**config.mk**
```make
export PLATFORM = sky130hd
export DESIGN_NAME = n4fpga_rgb_pwm_gen
export DESIGN_NICKNAME = d
export VERILOG_FILES = /design/src/rtl/n4fpga_pwm_pkg.sv /design/src/rtl/n4fpga_pwm_channel.sv /design/src/rtl/n4fpga_rgb_pwm_gen.sv
export SDC_FILE = /design/constraint.sdc
export NUM_CORES = 1
export LEC_CHECK = 0
export ABC_AREA = 1
export ABC_CLOCK_PERIOD_IN_PS = 3480
export BUFFER_PORTS_ARGS = -buffer_cell sky130_fd_sc_hd__buf_2
export CAP_MARGIN = 20
export CORE_MARGIN = 4
export CORE_UTILIZATION = 55
export DETAILED_ROUTE_END_ITERATION = 7
export GPL_ROUTABILITY_DRIVEN = 0
export HOLD_SLACK_MARGIN = 0.03
export MAX_ROUTING_LAYER = met4
export PLACE_DENSITY_LB_ADDON = 0.05
export SLEW_MARGIN = 40
export SYNTH_ARGS = -nofsm -noshare
export SYNTH_HDL_FRONTEND = slang
export SYNTH_SLANG_ARGS = --single-unit
```
**constraint.sdc**
```tcl
create_clock -name clock_3 -period 3.48 [get_ports clock_3]
set_input_delay 0.348 -clock clock_3 [delete_from_list [all_inputs] [get_ports clock_3]]
set_output_delay 0.348 -clock clock_3 [all_outputs]
set_load 0.03 [all_outputs]
```
**src/rtl/n4fpga_pwm_pkg.sv**
```systemverilog
// Shared constants and types for the RGB PWM generator.
// Latency: n/a (package only).
// Backpressure: n/a.
package n4fpga_pwm_pkg;

    // Default period counter width: one PWM period is 2^PWM_CNT_W ticks.
    localparam int PWM_CNT_W = 8;

    // Duty values need one extra bit so that a full-period duty (2^CNT_W) is expressible.
    localparam int DUTY_W = PWM_CNT_W + 1;

    localparam int NUM_CH = 3;

    typedef enum logic [1:0] {
        RED   = 2'd0,
        GREEN = 2'd1,
        BLUE  = 2'd2
    } colour_e;

endpackage

```
**src/rtl/n4fpga_pwm_channel.sv**
```systemverilog
// One PWM colour channel: pending/active duty, saturating clamp, compare, output register.
// Latency: pwm_o reflects the cnt_i and active duty of the previous tick.
// Backpressure: none; a load is always accepted and overwrites any pending value.
module n4fpga_pwm_channel
    import n4fpga_pwm_pkg::*;
#(
    parameter int CNT_W = PWM_CNT_W
) (
    input  logic             clk_i,
    input  logic             rst_i,
    input  logic [CNT_W-1:0] cnt_i,
    input  logic             tick_i,
    input  logic             load_i,
    input  logic             apply_i,
    input  logic [CNT_W:0]   duty_i,
    output logic             pwm_o
);

    // A full period's worth of ticks; any larger duty saturates to this.
    localparam logic [CNT_W:0] FULL = {1'b1, {CNT_W{1'b0}}};

    logic [CNT_W:0] pend_q, pend_d;
    logic [CNT_W:0] act_q, act_d;
    logic [CNT_W:0] eff;
    logic           pwm_q, pwm_d;

    // Next-state: capture loads, promote pending at the boundary, compare on ticks.
    // When load and apply coincide, the old pending value is promoted and the new
    // one waits for the following boundary.
    always_comb begin
        pend_d = load_i  ? duty_i : pend_q;
        act_d  = apply_i ? pend_q : act_q;
        eff    = (act_q > FULL) ? FULL : act_q;
        pwm_d  = tick_i ? ({1'b0, cnt_i} < eff) : pwm_q;
    end

    // State registers with synchronous reset.
    always_ff @(posedge clk_i) begin
        if (rst_i) begin
            pend_q <= '0;
            act_q  <= '0;
            pwm_q  <= 1'b0;
        end else begin
            pend_q <= pend_d;
            act_q  <= act_d;
            pwm_q  <= pwm_d;
        end
    end

    assign pwm_o = pwm_q;

endmodule

```
**src/rtl/n4fpga_rgb_pwm_gen.sv**
```systemverilog
// Three-channel RGB PWM generator with double-buffered duties applied at period boundaries.
// Latency: outputs lag the counter by one tick; a load is visible within one period + 1 tick.
// Backpressure: none; optional tick prescaler enabled by defining PWM_PRESCALE_EN.
module n4fpga_rgb_pwm_gen
    import n4fpga_pwm_pkg::*;
#(
    parameter int CNT_W = PWM_CNT_W
) (
    input  logic           clock_3,
    input  logic           Reset,
    input  logic [CNT_W:0] duty_red,
    input  logic [CNT_W:0] duty_green,
    input  logic [CNT_W:0] duty_blue,
`ifdef PWM_PRESCALE_EN
    input  logic [15:0]    prescale,
`endif
    input  logic           duty_load,
    output logic           pwm_red,
    output logic           pwm_green,
    output logic           pwm_blue,
    output logic           period_start,
    output logic           update_pending
);

    localparam logic [CNT_W-1:0] CNT_MAX = '1;

    logic [CNT_W-1:0] cnt_q, cnt_d;
    logic             pend_q, pend_d;
    logic             ps_q, ps_d;
    logic             tick;
    logic             wrap;
    logic             apply;

    logic [CNT_W:0]    duty_in [NUM_CH];
    logic [NUM_CH-1:0] pwm;

`ifdef PWM_PRESCALE_EN
    logic [15:0] pre_cnt_q, pre_cnt_d;

    // Issue a tick once the divider reaches the live prescale value; >= lets a lowered value act at once.
    always_comb begin
        tick      = (pre_cnt_q >= prescale);
        pre_cnt_d = tick ? 16'd0 : pre_cnt_q + 16'd1;
    end

    // Prescaler counter register.
    always_ff @(posedge clock_3) begin
        if (Reset) begin
            pre_cnt_q <= '0;
        end else begin
            pre_cnt_q <= pre_cnt_d;
        end
    end
`else
    assign tick = 1'b1;
`endif

    // Period counter, boundary detection, pending flag and period-start pulse.
    // A load on the wrap tick keeps the flag set so its values wait one more period.
    always_comb begin
        cnt_d  = tick ? cnt_q + 1'b1 : cnt_q;
        wrap   = tick && (cnt_q == CNT_MAX);
        apply  = wrap && pend_q;
        pend_d = pend_q;
        if (duty_load) begin
            pend_d = 1'b1;
        end else if (apply) begin
            pend_d = 1'b0;
        end
        ps_d   = tick && (cnt_q == '0);
    end

    // Shared control registers.
    always_ff @(posedge clock_3) begin
        if (Reset) begin
            cnt_q  <= '0;
            pend_q <= 1'b0;
            ps_q   <= 1'b0;
        end else begin
            cnt_q  <= cnt_d;
            pend_q <= pend_d;
            ps_q   <= ps_d;
        end
    end

    assign duty_in[RED]   = duty_red;
    assign duty_in[GREEN] = duty_green;
    assign duty_in[BLUE]  = duty_blue;

    for (genvar ch = 0; ch < NUM_CH; ch++) begin : g_ch
        n4fpga_pwm_channel #(
            .CNT_W (CNT_W)
        ) u_channel (
            .clk_i   (clock_3),
            .rst_i   (Reset),
            .cnt_i   (cnt_q),
            .tick_i  (tick),
            .load_i  (duty_load),
            .apply_i (apply),
            .duty_i  (duty_in[ch]),
            .pwm_o   (pwm[ch])
        );
    end

    assign pwm_red        = pwm[RED];
    assign pwm_green      = pwm[GREEN];
    assign pwm_blue       = pwm[BLUE];
    assign period_start   = ps_q;
    assign update_pending = pend_q;

endmodule
```
=== Word-level counts from Yosys, hierarchy flattened ===
Index checks and enable logic that the tools add are counted.
W data, S select, Z words.

* Eq/ne operators: 1
* Multiplexer cells: 5
* Order comparisons: 6
* $add $sub $neg: 1
* Reductions and logical operators: 3

{| class="wikitable"
|+ Operator list
! cell !! count
|-
| $gt A9 B9 Y1 const B || 3
|-
| $lt A8 B9 Y1 || 3
|-
| $mux W9 || 3
|-
| $add A8 B1 Y8 const B || 1
|-
| $eq A8 B8 Y1 const B || 1
|-
| $logic_not A8 Y1 || 1
|-
| $mux W1 || 2
|-
| $reduce_bool A2 Y1 || 1
|-
| $logic_and A1 B1 Y1 || 1
|}

* Logic and storage cells: 28
* Input bits: 30
* Flip-flop bits (word level): 67

=== Logic depth before layout (Yosys ltp) ===
Gate-level depths: netlist of run 1.

* Word-level depth: 4
* Mapped depth: 12
* Gate-level depth less buffers: 12

=== By module ===
A second synthesis of run 1 with hierarchy kept.

* Cells, all modules: 428
* Area total of the unflattened synthesis: 3079.2 um^2

{| class="wikitable"
|+ By module, submodules not included
! module !! cells an instance !! area each (um^2) !! instances
|-
| n4fpga_pwm_channel || 121 || 877.1 || 3
|-
| n4fpga_rgb_pwm_gen || 65 || 447.9 || 1
|}

=== Worst setup path before layout of run 1 ===
No wires, ideal clock.

* Path kind: register -> register
* Start point: reg g_ch[2].u_channel.act_q[1]
* End point: reg g_ch[2].u_channel.pwm_q
* Clock period less this slack: 1.636 ns
* Data required time: 3.363 ns
* Library setup time: 0.117 ns
* Path slack: 1.844 ns
* Arrival time: 1.518 ns
* Buffers on the path: 0
* Stages on the path, launching flop included: 10
* Cells stage by stage: dfxtp_1 > nor2_1 > nand3_1 > o21ai_1 > nand2_1 > ha_1 > nand2_1 > nor2_1 > a21boi_0 > nor2_1

* Longest elaborated chain between the ends: 3

{| class="wikitable"
|+ RTL lines
! item !! line !! RTL
|-
| start, declared || n4fpga_pwm_channel.sv:23 || <nowiki>logic [CNT_W:0] act_q, act_d;</nowiki>
|-
| start signal, assigned || n4fpga_pwm_channel.sv:45 || <nowiki>act_q <= act_d;</nowiki>
|-
| $gt A9 B9 Y1 || n4fpga_pwm_channel.sv:33 || <nowiki>eff = (act_q > FULL) ? FULL : act_q;</nowiki>
|-
| $mux W9 (*) || n4fpga_pwm_channel.sv:33 ||
|-
| $lt A8 B9 Y1 (*) || n4fpga_pwm_channel.sv:34 || <nowiki>pwm_d = tick_i ? ({1'b0, cnt_i} < eff) : pwm_q;</nowiki>
|-
| end signal, assigned || n4fpga_pwm_channel.sv:46 || <nowiki>pwm_q <= pwm_d;</nowiki>
|-
| end, declared || n4fpga_pwm_channel.sv:25 || <nowiki>logic pwm_q, pwm_d;</nowiki>
|}

Mark *: on every way between the ends. The rest lies on a longest branch, timed or not.
A chain may end at the register's enable or synchronous reset.

=== Worst setup path after layout of run 1 ===
* Start point: reg cnt_q[1]
* End point: reg g_ch[1].u_channel.act_q[2]

* Longest elaborated chain between the ends: 2

{| class="wikitable"
|+ RTL lines
! item !! line !! RTL
|-
| start, declared || n4fpga_rgb_pwm_gen.sv:27 || <nowiki>logic [CNT_W-1:0] cnt_q, cnt_d;</nowiki>
|-
| start signal, assigned || n4fpga_rgb_pwm_gen.sv:80 || <nowiki>cnt_q <= cnt_d;</nowiki>
|-
| $eq A8 B8 Y1 || n4fpga_rgb_pwm_gen.sv:62 || <nowiki>wrap = tick && (cnt_q == CNT_MAX);</nowiki>
|-
| $logic_and A1 B1 Y1 || n4fpga_rgb_pwm_gen.sv:63 || <nowiki>apply = wrap && pend_q;</nowiki>
|-
| end signal, assigned || n4fpga_pwm_channel.sv:45 ||
|-
| end, declared || n4fpga_pwm_channel.sv:23 ||
|}

No other way between the ends.

==> flow_metrics.env, run 1 <==
export IMPL_clk_latency_ns=0.35
export IMPL_cts_sinks=67
export IMPL_cp_arrival_ns=2.10
export IMPL_dieHeight_um=84.4
export IMPL_path_max_fanout=54
export IMPL_seq_power_share=0.476
export IMPL_drc=0
export IMPL_ys_types=22
export IMPL_drive_gt1_frac=0.110
export IMPL_synth_nets=527
export IMPL_cts_hold_buf=0
export IMPL_cap_violations=0
export IMPL_reg2reg_depth=6
export IMPL_final_cell_mix="nor2_1, nand2_1, dfxtp_1"
export IMPL_row_count=27
export IMPL_die_w_um=84.4
export IMPL_yosys_warnings=0
export IMPL_cts_tree="built"
export IMPL_period_share=0.536
export IMPL_pwr_share_comb=0.067
export IMPL_hold_viol=0
export IMPL_num_fill_cells=538
export IMPL_antenna_found_initial=0
export IMPL_reg2reg_from="cnt_q[1]"
export IMPL_hold_path_class="primary input to register"
export IMPL_dr_pass1_iters=4
export IMPL_avgSynthCellArea_um2=6.78
export IMPL_core_area_um2=5570
export IMPL_synth_seq_cells=67
export IMPL_grt_pass1_wl_um=11600
export IMPL_peakVddDrop_mv=0.318
export IMPL_clock_fmax_mhz=536
export IMPL_cp_start_kind="register"
export IMPL_start_util=0.576
export IMPL_crit_required_ns=3.71
export IMPL_synthesis_area_um2=3210
export IMPL_period_needed_ns=1.87
export IMPL_nets=556
export IMPL_io_pins=35
export IMPL_tightest_slew_ns=0.573
export IMPL_end_kind="register"
export IMPL_syn_inst=474
export IMPL_tns_ns=0
export IMPL_hp_start="duty_green[3]"
export IMPL_cts_root_buf="clkbuf_8"
export IMPL_wirelength_um=6540
export IMPL_finalClockSkew_ns=0.00633
export IMPL_port_buffers=34
export IMPL_powerDensity_nw_per_um2=472
export IMPL_final_common_cell="nor2_1"
export IMPL_drv_slew=0
export IMPL_netSwitchingFraction=0.232
export IMPL_clockPowerShare=0.457
export IMPL_cts_resized_gates=0
export IMPL_slew_headroom=0.618
export IMPL_outcome="complete, no violations"
export IMPL_path_clk_slew_ns=0.08
export IMPL_crit_type="register to register"
export IMPL_routedWlPerCell_um=11.3
export IMPL_max_clock_path_buffers=2
export IMPL_r2r_setup_slack_ns=1.61
export IMPL_antenna_cells=0
export IMPL_grtUsageTotal=0.207
export IMPL_viasPerCell=4.74
export IMPL_internal_power_uw=1320
export IMPL_overflow=0
export IMPL_hold_depth=3
export IMPL_placedCellCount=564
export IMPL_cts_buffers=9
export IMPL_num_vias=2751
export IMPL_htree_num_levels=3
export IMPL_synth_top_area_frac=0.417
export IMPL_grt_pass1_vias=2525
export IMPL_synth_largest_area_cell="dfxtp_1"
export IMPL_postCtsSetupBuffers=0
export IMPL_final_setup_viol_count=0
export IMPL_leakagePower_uw=0.00192
export IMPL_drt_iter0_markers=151
export IMPL_worstHoldEndpoint="g_ch[1].u_channel.pend_q[3]"
export IMPL_drtAntennaViolNets=0
export IMPL_area_growth_pct=12.8
export IMPL_rsz0062_at_grt="false"
export IMPL_synth_top_cells_by_area="dfxtp_1, nor2_1, nand2_1"
export IMPL_die_area_um2=7130
export IMPL_hpwl_um=4460
export IMPL_stdcell_count=580
export IMPL_reg2reg_to="g_ch[1].u_channel.act_q[2]"
export IMPL_grt_max_degree=55
export IMPL_net_switching_power_uw=396
export IMPL_ys_seq_area_frac=0.417
synth_stat cells:
master and number:
a21boi_0 3, a21oi_1 9, buf_1 2, buf_2 8, buf_6 3, clkbuf_1 4, clkinv_1 2, dfxtp_1 67
ha_1 23, inv_1 45, inv_2 1, nand2_1 124, nand2_2 1, nand3_1 7, nand3_4 1, nand4_1 2
nor2_1 138, nor2_4 2, nor3_1 1, o21a_1 1, o21ai_0 29, o21ai_1 1
worst max-delay path by stage:
stage / startpoint / end / cells after the start
2_1_floorplan: g_ch[2].u_channel.act_q[1] / g_ch[2].u_channel.pwm_o / 9
3_3_place_gp: g_ch[2].u_channel.act_q[1] / g_ch[2].u_channel.pwm_o / 9
3_5_place_dp: g_ch[2].u_channel.act_q[1] / g_ch[2].u_channel.pwm_o / 9
4_1_cts: cnt_q[1] / g_ch[1].u_channel.act_q[2] / 6
5_1_grt: g_ch[2].u_channel.act_q[1] / g_ch[2].u_channel.pwm_o / 9
6_report: cnt_q[1] / g_ch[1].u_channel.act_q[2] / 6
routing by layer:
metal / vias up / part of all wire / GRT usage
li1: 1505 / - / -
met4: 0 / 0.013 / 0.0590
met5: - / 0 / -
met1: 1189 / 0.52 / 0.275
met2: 47 / 0.42 / 0.304
met3: 10 / 0.046 / 0.0677
state kept, by name, summed over array words and instances, names as in the netlist:
register	cells
g_ch.u_channel.pend_q	27
period_start	1
g_ch.u_channel.pwm_o	3
update_pending	1
cnt_q	8
g_ch.u_channel.act_q	27
power groups by stage:
stage	sequential [µW]	clock (µW)	combinational, µW
finish	814	782	115
global placement	832	0	113
detailed placement	832	0	115
CTS	814	796	116
global route	817	836	135
floorplan	837	0	71.3
critical path: stages, from the launching register on:
cell     delay (ns)
dfxtp_1        0.43
ha_1           0.21
nand2_1        0.10
nor2_4         0.18
nand3_4        0.45
nor2_1         0.28
nor2_1         0.08
cell families after synthesis:
| kind of cell | Yosys count | synth area share |
|---|---|---|
| AOI/OAI and AO/OA | 43 | 0.0701 |
| adders and majority gates | 23 | 0.0896 |
| buffers and inverters | 65 | 0.0861 |
| DFF | 67 | 0.417 |
| and+or+nand+nor | 276 | 0.337 |
metrics by stage:
stage	util	setup slack, ns	hold slack, ns	power [µW]	area, µm²
3_5_place_dp	0.607	1.64	0.457	947	3380
2_1_floorplan	-	1.84	0.430	908	3210
3_3_place_gp	0.607	1.66	0.454	946	3380
6_report	0.650	1.61	0.219	1710	3620
4_1_cts	0.650	1.59	0.205	1730	3620
5_1_grt	0.650	1.35	0.210	1790	3620
cell type report:
class	count	area, µm²	area share
Multi-Input combinational cell	342	1600	0.440
Clock inverter	7	116	0.0321
Timing Repair Buffer	35	178	0.0490
Sequential cell	67	1340	0.370
Inverter	48	180	0.0497
Clock buffer	9	124	0.0342
Tap cell	72	90.1	0.0249
No activity file was read; power rests on OpenSTA's default activity.
==> run 2: changes to the inputs <==
--- a/config.mk
+++ b/config.mk
@@ -5,8 +5,8 @@
 export SDC_FILE = /design/constraint.sdc
 export NUM_CORES = 1
 export LEC_CHECK = 0
-export ABC_AREA = 1
-export ABC_CLOCK_PERIOD_IN_PS = 3480
+export ABC_AREA = 0
+export ABC_CLOCK_PERIOD_IN_PS = 1890
 export BUFFER_PORTS_ARGS = -buffer_cell sky130_fd_sc_hd__buf_2
 export CAP_MARGIN = 20
 export CORE_MARGIN = 4
==> constraint.sdc (replaced) <==
create_clock -name clock_3 -period 1.89 [get_ports clock_3]
set_input_delay 0.189 -clock clock_3 [delete_from_list [all_inputs] [get_ports clock_3]]
set_output_delay 0.189 -clock clock_3 [all_outputs]
set_load 0.03 [all_outputs]
==> flow_metrics.env, run 2 <==
export IMPL_max_clock_path_buffers=2
export IMPL_start_util=0.565
export IMPL_row_count=28
export IMPL_outcome="complete, no violations"
export IMPL_worstHoldEndpoint="g_ch[0].u_channel.pend_q[4]"
export IMPL_grt_pass1_wl_um=12400
export IMPL_port_buffers=34
export IMPL_io_pins=35
export IMPL_cp_arrival_ns=1.80
export IMPL_drtAntennaViolNets=0
export IMPL_synth_top_area_frac=0.403
export IMPL_synth_seq_cells=67
export IMPL_cts_resized_gates=0
export IMPL_grt_pass1_vias=2448
export IMPL_cts_buffers=9
export IMPL_avgSynthCellArea_um2=9.66
export IMPL_dieHeight_um=85.7
export IMPL_overflow=0
export IMPL_cap_violations=0
export IMPL_period_share=0.818
export IMPL_hp_start="duty_red[4]"
export IMPL_antenna_cells=0
export IMPL_synthesis_area_um2=3320
export IMPL_die_area_um2=7350
export IMPL_nets=428
export IMPL_die_w_um=85.7
export IMPL_rsz0062_at_grt="false"
export IMPL_synth_async_reset_ratio=0
export IMPL_cts_hold_buf=0
export IMPL_synth_edff_count=0
export IMPL_drv_slew=0
export IMPL_synth_compound_gate_area_share=0.179
export IMPL_grtUsageTotal=0.216
export IMPL_routedWlPerCell_um=15.8
export IMPL_cp_start_kind="register"
export IMPL_area_growth_pct=15.1
export IMPL_final_common_cell="dfxtp_1"
export IMPL_hold_viol=0
export IMPL_antenna_found_initial=0
export IMPL_cts_root_buf="clkbuf_8"
export IMPL_final_setup_viol_count=0
export IMPL_drt_iter0_markers=124
export IMPL_core_area_um2=5890
export IMPL_reg2reg_depth=5
export IMPL_num_vias=2639
export IMPL_synth_largest_area_cell="dfxtp_1"
export IMPL_slew_headroom=0.549
export IMPL_drive_gt1_frac=0.224
export IMPL_synth_top_cells_by_area="dfxtp_1, ha_1, mux2i_1"
export IMPL_powerDensity_nw_per_um2=836
export IMPL_syn_inst=344
export IMPL_tns_ns=0
export IMPL_cts_sinks=67
export IMPL_hold_depth=3
export IMPL_r2r_setup_slack_ns=0.34
export IMPL_final_cell_mix="dfxtp_1, nor2_1, buf_2"
export IMPL_reg_top3="g_ch.u_channel.act_q: 27 flops, g_ch.u_channel.pend_q: 27 flops, cnt_q: 8 flops"
export IMPL_crit_required_ns=2.14
export IMPL_ys_seq_area_frac=0.403
export IMPL_cts_tree="built"
export IMPL_period_needed_ns=1.55
export IMPL_ys_types=34
export IMPL_reg2reg_from="g_ch[2].u_channel.act_q[8]"
export IMPL_viasPerCell=5.80
export IMPL_clock_fmax_mhz=647
export IMPL_total_power_uw=3200
export IMPL_reg2reg_to="g_ch[2].u_channel.pwm_o"
export IMPL_synth_main_ff_cell="dfxtp_1"
export IMPL_tightest_slew_ns=0.676
export IMPL_hold_path_class="primary input to register"
export IMPL_drc=0
export IMPL_synth_fa_ha_area_frac=0.0866
export IMPL_path_clk_slew_ns=0.08
export IMPL_end_kind="register"
export IMPL_synth_top_family_by_area="simple AND/OR/NAND/NOR gates"
export IMPL_synth_xor_area_share=0.00527
export IMPL_finalClockSkew_ns=0.00996
export IMPL_dr_pass1_iters=4
export IMPL_peakVddDrop_mv=0.743
export IMPL_wirelength_um=7190
export IMPL_grt_max_degree=53
export IMPL_htree_num_levels=3
export IMPL_synth_most_common_cell="dfxtp_1"
export IMPL_synth_nets=397
export IMPL_path_max_fanout=11
export IMPL_netlist_top_cells_count="dfxtp_1, nor2_1, a21oi_1"
export IMPL_leakagePower_uw=0.00146
export IMPL_hpwl_um=4920
export IMPL_synth_simple_gate_area_frac=0.185
export IMPL_clk_latency_ns=0.34
export IMPL_yosys_warnings=0
export IMPL_crit_type="register to register"
export IMPL_postCtsSetupBuffers=0
export IMPL_muxShareOfSynthArea=0.0813
==> run 2: worst max-delay path by stage <==
stage                                          start  slack, ns                 endpoint
after floorplan           g_ch[2].u_channel.act_q[8]       0.37  g_ch[2].u_channel.pwm_o
after global placement    g_ch[2].u_channel.act_q[8]       0.39  g_ch[2].u_channel.pwm_o
after detailed placement  g_ch[2].u_channel.act_q[8]       0.34  g_ch[2].u_channel.pwm_o
after CTS                 g_ch[2].u_channel.act_q[8]       0.32  g_ch[2].u_channel.pwm_o
after global routing      g_ch[1].u_channel.act_q[8]       0.16  g_ch[1].u_channel.pwm_o
final                     g_ch[2].u_channel.act_q[8]       0.34  g_ch[2].u_channel.pwm_o
==> run 2: layout make-up <==
type	count	area, µm²
Tap cell	75	93.8
Sequential cell	67	1340
Clock inverter	6	113
Fill cell	515	2060
Clock buffer	10	128
Timing Repair Buffer	49	333
Inverter	8	30.0
Multi-Input combinational cell	240	1790
==> run 2: power breakdown <==
group / switching, µW / internal [µW] / leakage, µW
Sequential: 30.1 / 1460 / 0.000547
Combinational: 146 / 109 / 0.000792
Clock: 569 / 882 / 0.000121
Total: 744 / 2450 / 0.00146
==> run 2: logic make-up after synthesis <==
| group | Yosys count |
|---|---|
| muxes | 27 |
| adders and majority gates | 23 |
| DFF | 67 |
| xor gates and xnor gates | 2 |
| buffers and inverters | 37 |
| and+or+nand+nor | 110 |
| AOI/OAI and AO/OA | 78 |
==> run 2: critical path, cell delays in order, from the launching register on <==
cell and delay (ns):
dfxtp_1 0.46, nand2b_1 0.16, ha_1 0.24, a211oi_1 0.24, o221ai_1 0.15, a211oi_1 0.22
==> run 2: per-stage QoR <==
stage	cells	worst slack (ns)	hold WS (ns)	cell area (µm²)	utilization
2_1_floorplan	344	0.373	0.336	3320	-
3_3_place_gp	439	0.390	0.421	3580	0.609
3_5_place_dp	439	0.338	0.430	3580	0.609
4_1_cts	455	0.316	0.0708	3820	0.650
5_1_grt	455	0.165	0.0709	3820	0.650
6_report	455	0.343	0.0776	3820	0.650
==> run 2: per-layer routing <==
metal,GRT usage,up-vias,part of all wire
li1,-,1334,-
met1,0.325,1220,0.53
met2,0.285,70,0.41
met3,0.0442,15,0.047
met4,0.0691,0,0.015
met5,-,-,0
==> run 3: changes to the inputs <==
--- a/config.mk
+++ b/config.mk
@@ -6,7 +6,7 @@
 export NUM_CORES = 1
 export LEC_CHECK = 0
 export ABC_AREA = 0
-export ABC_CLOCK_PERIOD_IN_PS = 1890
+export ABC_CLOCK_PERIOD_IN_PS = 1600
 export BUFFER_PORTS_ARGS = -buffer_cell sky130_fd_sc_hd__buf_2
 export CAP_MARGIN = 20
 export CORE_MARGIN = 4
==> constraint.sdc (replaced) <==
create_clock -name clock_3 -period 1.6 [get_ports clock_3]
set_input_delay 0.16 -clock clock_3 [delete_from_list [all_inputs] [get_ports clock_3]]
set_output_delay 0.16 -clock clock_3 [all_outputs]
set_load 0.03 [all_outputs]
==> flow_metrics.env, run 3 (synthesis results as in run 2) <==
export IMPL_outcome="complete, no violations"
export IMPL_route_met3_wl_um=351
export IMPL_tightest_slew_ns=0.647
export IMPL_start_util=0.565
export IMPL_cts_root_buf="clkbuf_8"
export IMPL_drive_gt1_frac=0.253
export IMPL_hold_depth=3
export IMPL_end_kind="register"
export IMPL_leakagePower_uw=0.00146
export IMPL_wl_met2_um=3030
export IMPL_final_seq_area_um2=1350
export IMPL_viasPerCell=5.81
export IMPL_drtAntennaViolNets=0
export IMPL_grt_max_degree=46
export IMPL_drt_iter0_markers=107
export IMPL_reg_top3="g_ch.u_channel.act_q: 27 flops, g_ch.u_channel.pend_q: 27 flops, cnt_q: 8 flops"
export IMPL_hold_viol=0
export IMPL_peakVddDrop_mv=0.750
export IMPL_htree_num_levels=3
export IMPL_dr_pass1_iters=4
export IMPL_crit_chain="nand2b_1 -> ha_1 -> a211oi_2 -> o221ai_1 -> a211oi_2"
export IMPL_routedWlPerCell_um=15.7
export IMPL_drc=0
export IMPL_crit_required_ns=1.87
export IMPL_grt_pass1_wl_um=12200
export IMPL_period_share=0.963
export IMPL_hp_start="duty_red[3]"
export IMPL_clock_fmax_mhz=649
export IMPL_overflow=0
export IMPL_cts_buffers=9
export IMPL_cts_hold_buf=0
export IMPL_reg2reg_to="g_ch[1].u_channel.pwm_o"
export IMPL_worstHoldEndpoint="g_ch[0].u_channel.pend_q[3]"
export IMPL_cts_tree="built"
export IMPL_hold_path_class="primary input to register"
export IMPL_route_top_layer_used="met4"
export IMPL_fin_hold_ws_ns=0.0481
export IMPL_grt_pass1_vias=2496
export IMPL_period_needed_ns=1.54
export IMPL_cap_violations=0
export IMPL_port_buffers=34
export IMPL_io_pins=35
export IMPL_cp_arrival_ns=1.81
export IMPL_die_area_um2=7350
export IMPL_final_common_cell="dfxtp_1"
export IMPL_total_power_uw=3710
export IMPL_finalClockSkew_ns=0.00649
export IMPL_die_w_um=85.7
export IMPL_path_clk_slew_ns=0.08
export IMPL_num_fill_cells=530
export IMPL_r2r_setup_slack_ns=0.06
export IMPL_met1_length_um=3630
export IMPL_reg2reg_from="g_ch[1].u_channel.act_q[8]"
export IMPL_path_max_fanout=11
export IMPL_slew_headroom=0.568
export IMPL_crit_path_max_incr_delay_ns=0.36
export IMPL_reg2reg_depth=5
export IMPL_num_vias=2637
export IMPL_row_count=28
export IMPL_hpwl_um=4870
export IMPL_cp_start_kind="register"
export IMPL_area_growth_pct=15.8
export IMPL_cts_sinks=67
export IMPL_core_area_um2=5890
export IMPL_drv_slew=0
export IMPL_antenna_found_initial=0
export IMPL_cp_common_cell="a211oi_2"
export IMPL_clk_latency_ns=0.34
export IMPL_powerDensity_nw_per_um2=965
export IMPL_final_cell_mix="dfxtp_1, nor2_1, buf_2"
export IMPL_final_setup_viol_count=0
export IMPL_dieHeight_um=85.7
export IMPL_wirelength_um=7130
export IMPL_nets=427
export IMPL_grtUsageTotal=0.217
export IMPL_max_clock_path_buffers=2
export IMPL_multi_input_area_um2=1810
export IMPL_crit_type="register to register"
export IMPL_antenna_cells=0
export IMPL_crit_slowest_cell="dfxtp_2"
==> run 3: area by class of cell <==
| type | instances | area share |
|---|---|---|
| Sequential cell | 67 | 0.351 |
| Tap cell | 75 | 0.0244 |
| Inverter | 8 | 0.00780 |
| Multi-Input combinational cell | 240 | 0.471 |
| Timing Repair Buffer | 48 | 0.0845 |
| Clock inverter | 5 | 0.0221 |
| Clock buffer | 11 | 0.0393 |
==> run 3: power by group <==
| group | internal [µW] | switching [µW] | leakage [µW] | total [µW] |
|---|---|---|---|---|
| logic | 135 | 178 | 0.000795 | 314 |
| registers | 1720 | 34.9 | 0.000550 | 1760 |
| clock network | 968 | 672 | 0.000116 | 1640 |
==> run 3: through the flow <==
step	utilization	worst slack [ns]	cell area [µm²]	TNS, ns	cells
after global routing	0.654	-0.0155	3850	-0.0155	454
final	0.654	0.0587	3850	0	454
after global placement	0.608	0.0708	3580	0	438
after CTS	0.648	0.0278	3820	0	454
after floorplan	-	0.0826	3320	0	344
after detailed placement	0.608	-0.0155	3580	-0.0155	438
==> run 3: worst max-delay path, delay by kind of cell, from the launching register on <==
| kind | cells | cell delay [ns] |
|---|---|---|
| compound gates | 3 | 0.62 |
| flops | 1 | 0.36 |
| fa+ha+maj | 1 | 0.32 |
| simple gates | 1 | 0.16 |
==> run 3: how the worst max path moves through the flow <==
stage	start	to	slack, ns	cells past startpoint
after floorplan	g_ch[2].u_channel.act_q[8]	g_ch[2].u_channel.pwm_o	0.08	6
after global placement	g_ch[1].u_channel.act_q[8]	g_ch[1].u_channel.pwm_o	0.07	5
after detailed placement	g_ch[0].u_channel.act_q[8]	g_ch[0].u_channel.pwm_o	-0.02	5
after CTS	g_ch[0].u_channel.act_q[8]	g_ch[0].u_channel.pwm_o	0.03	5
after global routing	g_ch[1].u_channel.act_q[8]	g_ch[1].u_channel.pwm_o	-0.02	5
final	g_ch[1].u_channel.act_q[8]	g_ch[1].u_channel.pwm_o	0.06	5
==> run 3: timing repair <==
action,in CTS,in global routing
setup endpoints to repair,2,9
setup buffers,0,0
gates resized for setup,2,10
pin swaps,0,2
==> run 3: metal layers <==
layer	track usage	up-vias
met4	0.0820	0
met5	-	-
li1	-	1338
met3	0.0442	14
met1	0.320	1219
met2	0.289	66
